[config.mk]
export PLATFORM = sky130hd
export DESIGN_NAME = mdu_unit
export DESIGN_NICKNAME = d
export VERILOG_FILES = /design/src/rtl/mdu_pkg.sv /design/src/rtl/mdu_step.sv /design/src/rtl/mdu_unit.sv
export SDC_FILE = /design/constraint.sdc
export NUM_CORES = 1
export LEC_CHECK = 0
export BUFFER_PORTS_ARGS = -buffer_cell sky130_fd_sc_hd__buf_2
export CAP_MARGIN = 10
export CORE_MARGIN = 5
export CORE_UTILIZATION = 55
export CTS_CLUSTER_DIAMETER = 80
export DETAILED_ROUTE_END_ITERATION = 6
export HOLD_SLACK_MARGIN = 0.06
export PLACE_DENSITY = 0.81
export SETUP_SLACK_MARGIN = 0.5
export SYNTH_ARGS = -nofsm -noshare
export SYNTH_HDL_FRONTEND = slang
export SYNTH_SLANG_ARGS = --single-unit
export TNS_END_PERCENT = 1
[constraint.sdc]
create_clock -name clk -period 3.8 [get_ports clk]
set_input_delay 0.19 -clock clk [delete_from_list [all_inputs] [get_ports clk]]
set_output_delay 0.19 -clock clk [all_outputs]
set_load 0.005 [all_outputs]
[src/rtl/mdu_pkg.sv]
// mdu_pkg: shared types and helpers for the iterative multiply/divide unit
package mdu_pkg;

    localparam int MDU_WIDTH = 32;
    localparam int CNT_W = $clog2(MDU_WIDTH);

    typedef enum logic [1:0] {
        MULT  = 2'd0,
        MULTU = 2'd1,
        DIV   = 2'd2,
        DIVU  = 2'd3
    } mdu_op_t;

    typedef enum logic [1:0] {
        IDLE = 2'd0,
        RUN  = 2'd1,
        FIX  = 2'd2
    } mdu_state_t;

    function automatic logic is_signed(input mdu_op_t op);
        return (op == MULT) || (op == DIV);
    endfunction

    function automatic logic is_div(input mdu_op_t op);
        return (op == DIV) || (op == DIVU);
    endfunction

endpackage

[src/rtl/mdu_step.sv]
// mdu_step: one radix-2 iteration, shift-add multiply or restoring divide
module mdu_step #(
    parameter int WIDTH = 32
) (
    input  logic                 div_i,
    input  logic [2*WIDTH-1:0]   acc_i,
    input  logic [WIDTH-1:0]     opnd_i,
    output logic [2*WIDTH-1:0]   acc_o
);

    logic [WIDTH:0] sum;
    logic [WIDTH:0] rsh;
    logic [WIDTH:0] diff;
    logic           qbit;

    // multiply: acc = {partial, multiplier}; divide: acc = {remainder, dividend/quotient}
    always_comb begin
        sum   = {1'b0, acc_i[2*WIDTH-1:WIDTH]} + (acc_i[0] ? {1'b0, opnd_i} : {(WIDTH+1){1'b0}});
        rsh   = {acc_i[2*WIDTH-1:WIDTH], acc_i[WIDTH-1]};
        diff  = rsh - {1'b0, opnd_i};
        qbit  = ~diff[WIDTH];
        acc_o = div_i ? {(qbit ? diff[WIDTH-1:0] : rsh[WIDTH-1:0]), acc_i[WIDTH-2:0], qbit}
                      : {sum, acc_i[WIDTH-1:1]};
    end

endmodule

[src/rtl/mdu_unit.sv]
// mdu_unit: iterative MULT/DIV unit owning HI/LO, with stall request to hazard logic
module mdu_unit
    import mdu_pkg::*;
#(
    parameter int WIDTH = MDU_WIDTH
) (
    input  logic             clk,
    input  logic             reset_n,
    input  logic             startE,
    input  logic [1:0]       opE,
    input  logic [WIDTH-1:0] srcaE,
    input  logic [WIDTH-1:0] srcbE,
    input  logic             hiwriteE,
    input  logic             lowriteE,
    input  logic             hilosrcE,
    output logic             busy,
    output logic             stallreq,
    output logic [WIDTH-1:0] hi,
    output logic [WIDTH-1:0] lo,
    output logic             done
);

    localparam int CW = $clog2(WIDTH);

    mdu_state_t         state_q, state_d;
    mdu_op_t            op_q, op_d, op_in;
    logic [CW-1:0]      cnt_q, cnt_d;
    logic [2*WIDTH-1:0] acc_q, acc_d, step_acc, prod;
    logic [WIDTH-1:0]   opnd_q, opnd_d, srca_q, srca_d, hi_q, hi_d, lo_q, lo_d;
    logic [WIDTH-1:0]   a_abs, b_abs, quo, rem, res_hi, res_lo;
    logic               neg_q, neg_d, rneg_q, rneg_d, dz_q, dz_d, done_q, done_d;
    logic               sgn_in;

    assign op_in  = mdu_op_t'(opE);
    assign sgn_in = is_signed(op_in);
    assign a_abs  = (sgn_in && srcaE[WIDTH-1]) ? -srcaE : srcaE;
    assign b_abs  = (sgn_in && srcbE[WIDTH-1]) ? -srcbE : srcbE;

    mdu_step #(.WIDTH(WIDTH)) u_step (
        .div_i  (is_div(op_q)),
        .acc_i  (acc_q),
        .opnd_i (opnd_q),
        .acc_o  (step_acc)
    );

    // divide by zero bypasses sign correction so hi returns the untouched dividend
    assign prod   = neg_q ? -acc_q : acc_q;
    assign quo    = acc_q[WIDTH-1:0];
    assign rem    = acc_q[2*WIDTH-1:WIDTH];
    assign res_lo = !is_div(op_q) ? prod[WIDTH-1:0] : dz_q ? {WIDTH{1'b1}} : neg_q ? -quo : quo;
    assign res_hi = !is_div(op_q) ? prod[2*WIDTH-1:WIDTH] : dz_q ? srca_q : rneg_q ? -rem : rem;

    always_comb begin
        state_d = state_q;
        op_d    = op_q;
        cnt_d   = cnt_q;
        acc_d   = acc_q;
        opnd_d  = opnd_q;
        srca_d  = srca_q;
        neg_d   = neg_q;
        rneg_d  = rneg_q;
        dz_d    = dz_q;
        hi_d    = hi_q;
        lo_d    = lo_q;
        done_d  = 1'b0;
        case (state_q)
            IDLE: begin
                if (startE) begin
                    state_d = RUN;
                    op_d    = op_in;
                    cnt_d   = CW'(WIDTH - 1);
                    acc_d   = {{WIDTH{1'b0}}, is_div(op_in) ? a_abs : b_abs};
                    opnd_d  = is_div(op_in) ? b_abs : a_abs;
                    srca_d  = srcaE;
                    neg_d   = sgn_in & (srcaE[WIDTH-1] ^ srcbE[WIDTH-1]);
                    rneg_d  = sgn_in & srcaE[WIDTH-1];
                    dz_d    = is_div(op_in) && (srcbE == '0);
                end else begin
                    hi_d = hiwriteE ? srcaE : hi_q;
                    lo_d = lowriteE ? srcaE : lo_q;
                end
            end
            RUN: begin
                acc_d   = step_acc;
                cnt_d   = cnt_q - CW'(1);
                state_d = (cnt_q == '0) ? FIX : RUN;
            end
            FIX: begin
                hi_d    = res_hi;
                lo_d    = res_lo;
                done_d  = 1'b1;
                state_d = IDLE;
            end
            default: state_d = IDLE;
        endcase
    end

    always_ff @(posedge clk or negedge reset_n) begin
        if (!reset_n) begin
            state_q <= IDLE;
            op_q    <= MULT;
            cnt_q   <= '0;
            acc_q   <= '0;
            opnd_q  <= '0;
            srca_q  <= '0;
            neg_q   <= 1'b0;
            rneg_q  <= 1'b0;
            dz_q    <= 1'b0;
            hi_q    <= '0;
            lo_q    <= '0;
            done_q  <= 1'b0;
        end else begin
            state_q <= state_d;
            op_q    <= op_d;
            cnt_q   <= cnt_d;
            acc_q   <= acc_d;
            opnd_q  <= opnd_d;
            srca_q  <= srca_d;
            neg_q   <= neg_d;
            rneg_q  <= rneg_d;
            dz_q    <= dz_d;
            hi_q    <= hi_d;
            lo_q    <= lo_d;
            done_q  <= done_d;
        end
    end

    assign busy     = (state_q != IDLE);
    assign stallreq = busy & (startE | hiwriteE | lowriteE | hilosrcE);
    assign hi       = hi_q;
    assign lo       = lo_q;
    assign done     = done_q;

endmodule

; ---- Word level (Yosys, flattened, before mapping)
; Index checks and enable logic that the tools add are counted.
[word_totals]
wordCells = 83
in_bits = 72
ff_bits = 205
[classes]
reduce_logical = 17
n_eq_ne = 10
add_sub_neg = 8
mux = 28
n_bitwise = 8
[op_table]
columns = op, count
row1 = 32-bit two-way mux, 16
row2 = 64-bit two-way mux, 3
row3 = 32-bit negation, 4
row4 = 32-bit case mux with 2 select lines, 2
row5 = 64-bit case mux with 2 select lines, 1
row6 = 64-bit negation, 1
row7 = 32-bit by 33-bit adder with 33-bit output, 1
row8 = 33-bit by 32-bit subtractor with 33-bit output, 1
row9 = 32-bit logical NOT, 1
row10 = 2-bit equality test (second input constant), 5
row11 = 5-bit case mux with 2 select lines, 1
row12 = 2-bit inequality test (second input constant), 4
row13 = 3-bit AND reduction, 2
row14 = 2-bit nonzero test, 3
row15 = 5-bit logical NOT, 1
row16 = 5-bit two-way mux, 1
row17 = 5-bit by 1-bit subtractor with 5-bit output (second input constant), 1
row18 = 2-bit logical NOT, 2
row19 = 2-bit two-way mux, 2
row20 = 2-bit case mux with 2 select lines, 1
row21 = 2-bit AND reduction, 2
row22 = 1-bit bitwise AND, 3
row23 = 1-bit logical AND, 3
row24 = 1-bit logical OR, 3
row25 = other kinds (5), 7

; ---- Depth between registers and ports, before layout
; Gate-level depths: netlist of run 1.
[depth]
word_depth = 7
depth_mapped = 15
ltp_nobuf = 13

; ---- Modules after synthesis
; Synthesis of run 1 repeated with hierarchy kept, for this count alone.
[unflattened]
cells_unflattened = 2314
hier_area_um2 = 17745.8
[modules_own_cells]
columns = module, area_per_inst_um2, n_inst, cells_per_inst, seq_area_each_um2
row1 = mdu_unit, 12924.9, 1, 1626, 5104.9
row2 = mdu_step, 4820.9, 1, 688, 0.0

; ---- Worst setup path before layout of run 1
; Ideal clock, no wire load.
[synth_path]
kind = register to register
startpoint = register acc_q[0]
endpoint = register acc_q[58]
required_ps = 3696
period_less_slack_ps = 3355
n_path_buf = 2
arrival_time_ps = 3251
slack_ps = 445
setup_time_ps = 104
stages_incl_launch_ff = 14
cell_sequence = dfrtp_1 > clkbuf_1 > inv_1 > clkbuf_1 > nor2_1 > ha_1 > a2111oi_0 > a21o_1 > nand3_1 > a221oi_2 > a31o_2 > o21ai_0 > a211o_1 > a221oi_1
[synth_between]
elab_chain_len = 4
[synth_rtl]
columns = element, line
row1 = start: declaration, mdu_unit.sv:28  ; logic [2*WIDTH-1:0] acc_q, acc_d, step_acc, prod;
row2 = start signal: assignment, mdu_unit.sv:103  ; acc_q <= '0;
row3 = start signal: assignment, mdu_unit.sv:116  ; acc_q <= acc_d;
row4 = 32-bit two-way mux, mdu_step.sv:18  ; sum = {1'b0, acc_i[2*WIDTH-1:WIDTH]} + (acc_i[0] ? {1'b0, opnd_i} : {(WIDTH+1){1'b0}});
row5 = 32-bit by 33-bit adder with 33-bit output, mdu_step.sv:18
row6 = 64-bit two-way mux, mdu_step.sv:22  ; acc_o = div_i ? {(qbit ? diff[WIDTH-1:0] : rsh[WIDTH-1:0]), acc_i[WIDTH-2:0], qbit}
row7 = 64-bit case mux with 2 select lines, mdu_unit.sv:66  ; case (state_q)
; No other way between the ends.
; A chain may end at the register's enable or synchronous reset.

; ---- Worst setup path in the final report of run 1
; Ends and elaborated chain as after synthesis.

==> flow_summary.ini, run 1 <==
[floorplanning]
dieArea_mm2 = 0.0347
die_w_um = 186
dieHeight_um = 186
io_pins = 139
std_cell_rows = 64
initial_utilization = 0.557
core_mm2 = 0.0307

[worst_setup_path]
cp_slowest_cell = dfrtp_2
cp_cell_sequence = clkinvlp_4 > buf_6 > nor2_2 > ha_1 > o211ai_1 > a21o_1 > nand3_2 > a221oi_4 > a31o_2 > o21ai_2 > a211o_1 > a221oi_2
cp_num_cells = 12
crit_buf_inv = 2
start_kind = flop
cp_top_family = compound AO/OA/AOI/OAI gates
rr_worst_depth = 12
r2r-end = acc_q[58]$_DFFE_PN0P_
critPathMaxFanout = 5
critPathMaxStageDelay_ns = 0.47
startpoint = acc_q[0]$_DFFE_PN0P_
r2r_slack_ns = 0.42
r2r_start = acc_q[0]$_DFFE_PN0P_
end_kind = flop
crit_type = flop to flop
worstPathArrival_ns = 3.82
required_ns = 4.24
crit_end = acc_q[58]$_DFFE_PN0P_

[grt]
grt_max_degree = 107
grt_pass1_wl_um = 96000
grt_pass1_vias = 17400
antenna_found_initial = 2
grt_overflow_total = 0
grt.total_usage = 0.349

[clock_network]
cts_sinks = 204
cts_tree = yes
clockBufferDepth = 3
cts.htree.levels = 1
clock_latency_ns = 0.56
root_buffer = clkbuf_16
cts_buffers = 24
clk_pin_slew_ns = 0.06

[yosys]
syn_avg_cell_area_um2 = 7.87
synthArstFlopShare = 1.00
ys_types = 86
synth_edf_count = 0
syn_area_mm2 = 0.0171
syn_nets = 2314
syn_inst = 2171
ys_ff_latch = 204
synthFlopType = dfrtp_1
synth_warnings = 0
yosysSeqAreaShare = 0.299

[route]
post_drt_wl_per_cell_um = 23.3
drc = 0
vias_per_cell = 6.61
antenna_left = 0
dr.pass1.iters = 6
drt_iter0_markers = 2091
routed_wl_um = 63000
via_count = 17800

[hold_path]
min_path_type = primary input to flop
hold_path_depth = 4
hold_path_startpoint = srcbE[30]

[final_layout]
fin_nets = 2426
post-route-util = 0.644
drive_gt1_frac = 0.156
final_common_cell = nand2_1
final_cells = 2698
syn_to_final_growth_pct = 15.6
mostFrequentLayoutCells = 293 x nand2_1, 220 x o21ai_0, 194 x dfrtp_1, 152 x nor2_1, 149 x a21oi_1

[power]
peakVddDrop_mv = 0.497
comb_power_share = 0.651
seqPwrFrac = 0.227
p_per_area_mw_per_mm2 = 1030
p_sw_frac = 0.490
p_clk_frac = 0.122
leakage_nw = 8.46
power.internal_w = 0.0104
p_switching_w = 0.00999

[sta]
max_freq_mhz = 296
finalCritPeriodShare = 0.889
tightest_slew_ns = 1.09
setup_viol = 0
maxSlewHeadroom = 0.276
min_period_ns = 3.38
rsz0062_at_grt = yes
skew_ns = 0.0304
whs_ns = 0.0947
fin_setup_tns_ns = 0
final_hold_viol_count = 0
maxSlewViolCount = 0

[placed_design]
place_congestion = 0.986
placed_cells = 2594
port_buffers = 138
dp_hpwl_um = 45400

[run]
maxCapViolations = 0

[run_status]
status = completed
[sequential cells by signal (all words and copies together) (netlist names), 2 cells and up]
name     count
state_q      2
opnd_q      32
srca_q      32
cnt_q        5
hi          32
acc_q       64
lo          32
[area by class of cell]
cell class | count | area, µm²
Antenna cell | 1 | 2.50
Clock buffer | 30 | 663
Clock inverter | 14 | 180
Fill cell | 2523 | 10900
Inverter | 74 | 282
Multi-Input combinational cell | 1728 | 11300
Sequential cell | 204 | 5120
Tap cell | 396 | 495
Timing Repair Buffer | 250 | 1690
Timing Repair inverter | 1 | 7.51
[timing repair]
| action | CTS | global route |
|---|---|---|
| hold buffers | 36 | 0 |
| endpoints found under the setup margin | 29 | 32 |
| cloned | 1 | 0 |
| pin swaps | 4 | 35 |
| hold endpoints to repair | 148 | 0 |
| gates resized for setup | 22 | 60 |
| buffers inserted | 5 | 17 |
[power groups by stage]
stage | Combinational [W] | Sequential [W] | Clock (W)
floorplan | 0.00911 | 0.00397 | 0
global placement | 0.0117 | 0.00450 | 0
detailed placement | 0.0119 | 0.00456 | 0
CTS | 0.0123 | 0.00455 | 0.00249
global route | 0.0144 | 0.00472 | 0.00258
finish | 0.0133 | 0.00462 | 0.00248
[per-layer routing]
| layer | wire (µm) | GRT usage | vias to the layer above |
|---|---|---|---|
| li1 | - | - | 8032 |
| met4 | 4330 | 0.195 | 2 |
| met1 | 23600 | 0.445 | 8480 |
| met5 | 11 | 0 | - |
| met2 | 28600 | 0.553 | 1056 |
| met3 | 6340 | 0.0772 | 277 |
[logic make-up after synthesis]
family	synth area share
xor+xnor	0.100
mux	0.0466
flops	0.299
fa+ha+maj	0.0529
simple gates	0.186
compound gates	0.257
buf+inv	0.0580
[cell usage after synthesis, drive strengths merged (4+ instances only)]
cell    count  area (µm²)
nand2     295        1110
o21ai     235        1180
dfrtp     204        5100
nor2      161         604
a21oi     159         796
clkbuf    126         493
xnor2     124        1090
mux2i      74         741
inv        73         274
xor2       71         622
ha         69         863
nand3      49         245
o22ai      40         250
buf        39         220
o31ai      39         293
a22oi      31         233
a211oi     30         225
o211ai     30         225
nand2b     26         163
nor3       26         151
a31oi      22         138
a21o       21         158
nor4       18         170
nand4      16         100
or3        16         105
or4        16         135
o41ai      13         144
o221ai     12         105
a221oi     11         103
and3       11        70.1
and2       10        62.6
nor2b      10        62.6
a211o       7        61.3
a21boi      7        52.6
o21a        7        53.8
or2         7        48.8
o21bai      6        45.0
a311oi      5        43.8
mux2        5        56.3
nor3b       5        37.5
nor4b       4        56.3
[through the flow]
stage	setup slack, ns	area [µm²]	power [W]
global route	0.349	19700	0.0217
detailed placement	0.0671	18100	0.0165
floorplan	0.504	17100	0.0131
CTS	0.449	19400	0.0193
finish	0.421	19700	0.0204
global placement	0.186	18100	0.0162
[worst min-delay path: stages]
cell and delay [ns]:
buf_2 0.11, nand2b_1 0.14, or4_1 0.11, o21ai_0 0.06
[worst min path at each step]
stage,end
6_report,dz_q$_DFFE_PN0P_
5_1_grt,opnd_q[26]$_DFFE_PN0P_
4_1_cts,opnd_q[0]$_DFFE_PN0P_
3_5_place_dp,lo[10]$_DFFE_PN0P_
3_3_place_gp,lo[10]$_DFFE_PN0P_
2_1_floorplan,acc_q[0]$_DFFE_PN0P_
Power figures use the tool's default switching activity.
==> run 2, diff against run 1 <==
REMOVE_ABC_BUFFERS = 1   (was unset)
SKIP_CTS_REPAIR_TIMING = 1   (was unset)
==> run 2 against run 1 <==
Effect of this change: power rose by 0.44%; non-clock buffer count grew 5; highest routed layer is now met4; first-iteration DRC count shrank 1.4%; critical path depth is 2 higher; sequential power down 2%; sequential cell count unchanged; sequential share of layout area is essentially flat; worst setup slack improved by 0.068 ns; clock skew down 0.015 ns; register-to-register slack improved by 0.07 ns; routed wire length is 4.1% lower; clock power grew 4%.
==> flow_summary.ini, run 2 (same netlist as run 1, synthesis figures left out) <==
[route]
post_drt_wl_per_cell_um = 22.4
antenna_left = 0
routed_wl_um = 60400
via_count = 17900
drt_iter0_markers = 2062
vias_per_cell = 6.61
dr.pass1.iters = 6
drc = 0

[grt]
antenna_found_initial = 0
grt_overflow_total = 0
grt.total_usage = 0.327
grt_pass1_wl_um = 90900
globalRouteMet2Util = 0.511
met1_usage = 0.432
grt_max_degree = 105
grt_pass1_vias = 16700
busiest_layer = met2
grt_use_met3 = 0.0708

[final_layout]
largest_reg_flops = 64
final_common_cell = nand2_1
syn_to_final_growth_pct = 15.2
fin_nets = 2431
mostFrequentLayoutCells = 293 x nand2_1, 221 x o21ai_0, 198 x dfrtp_1, 158 x nor2_1, 152 x a21oi_1
final_cells = 2701
largest-register = acc_q
drive_gt1_frac = 0.146

[placed_design]
place_congestion = 1.02
port_buffers = 138
dp_hpwl_um = 43000
place_ws_ns = 0.201
placed_cells = 2604

[power]
total_power_w = 0.0205
seqPwrFrac = 0.222
peakVddDrop_mv = 0.580
p_clk_frac = 0.125
p_switching_w = 0.00989
p_sw_frac = 0.483
comb_power_share = 0.653
p_per_area_mw_per_mm2 = 1040
leakage_nw = 8.47
power.internal_w = 0.0106

[sta]
final_hold_viol_count = 0
min_period_ns = 3.31
rsz0062_at_grt = yes
setup_viol = 0
skew_ns = 0.0157
maxSlewViolCount = 0
finalCritPeriodShare = 0.871
maxSlewHeadroom = 0.238
max_freq_mhz = 302
worst_slack_ns = 0.490
tightest_slew_ns = 1.14
whs_ns = 0.0420

[floorplanning]
die_w_um = 186
dieArea_mm2 = 0.0347
io_pins = 139
initial_utilization = 0.557
std_cell_rows = 64
dieHeight_um = 186
core_mm2 = 0.0307

[worst_setup_path]
critPathMaxStageDelay_ns = 0.45
cp_cell_sequence = clkinvlp_4 > buf_4 > nor2_1 > ha_1 > nand3_2 > a211o_1 > a21o_1 > nand3_1 > a221oi_4 > a31o_4 > buf_4 > o41ai_2 > xnor2_1 > o221ai_1
cp_common_cell = buf_4
cp_slowest_cell = dfrtp_2
start_kind = flop
crit_type = flop to flop
required_ns = 4.17
critPathMaxFanout = 6
worstPathArrival_ns = 3.68
end_kind = flop
r2r_slack_ns = 0.49

[clock_network]
clk_pin_slew_ns = 0.06
clockBufferDepth = 3
cts_sinks = 204
root_buffer = clkbuf_16
clock_latency_ns = 0.53
cts_buffers = 24
cts.htree.levels = 1
cts_tree = yes

[run]
maxCapViolations = 0

[run_status]
status = completed

[hold_path]
min_path_type = primary input to flop
run 2: power by group through the flow:
stage	combinational, W	sequential (W)	clock, W
floorplan	0.00824	0.00441	0
global route	0.0145	0.00466	0.00266
global placement	0.0118	0.00445	0
detailed placement	0.0120	0.00449	0
CTS	0.0121	0.00447	0.00257
finish	0.0134	0.00454	0.00257
run 2: layer usage:
| metal | routed length [µm] | part of all wire |
|---|---|---|
| met4 | 3680 | 0.061 |
| met1 | 23800 | 0.39 |
| met2 | 26600 | 0.44 |
| met3 | 6270 | 0.10 |
| met5 | 0 | 0 |
run 2: cell type report:
| type | count | area, µm² |
|---|---|---|
| well taps | 396 | 495 |
| repair inverters | 1 | 7.51 |
| clock inverters | 9 | 176 |
| multi-input cells | 1728 | 11200 |
| inverters | 74 | 282 |
| repair buffers | 255 | 1730 |
| diodes | 1 | 2.50 |
| fillers | 2583 | 11000 |
| flip-flops and latches | 204 | 5110 |
| clock buffers | 33 | 676 |
run 2: critical path: cells and delay by family (launching register included):
kind | cells | cell delay, ns
AND/OR/NAND/NOR | 3 | 0.37
XOR/XNOR | 1 | 0.17
buffers and inverters | 3 | 0.46
AO/OA/AOI/OAI | 6 | 1.27
adder cells (fa/ha/maj) | 1 | 0.41
flip-flops | 1 | 0.45
run 2: path summary, 6_finish.rpt:
| kind | from | cells after the start | end |
|---|---|---|---|
| max | acc_q[0]$_DFFE_PN0P_ | 14 | acc_q[60]$_DFFE_PN0P_ |
| min | srcaE[29] | 3 | lo[29]$_DFFE_PN0P_ |
| max reg2reg | acc_q[0]$_DFFE_PN0P_ | 14 | acc_q[60]$_DFFE_PN0P_ |
| min reg2reg | cnt_q[3]$_DFFE_PN0P_ | 1 | cnt_q[3]$_DFFE_PN0P_ |
| max in group asynchronous | reset_n | 3 | acc_q[32]$_DFFE_PN0P_ |
| min in group asynchronous | reset_n | 2 | cnt_q[0]$_DFFE_PN0P_ |
run 2: stage by stage:
stage               instance area (µm²)  utilization  setup TNS, ns
finish                            19700        0.642              0
floorplan                         16400            -         -26.27
detailed placement                18100        0.591              0
global route                      19700        0.642              0
global placement                  18100        0.591              0
CTS                               19000        0.619              0
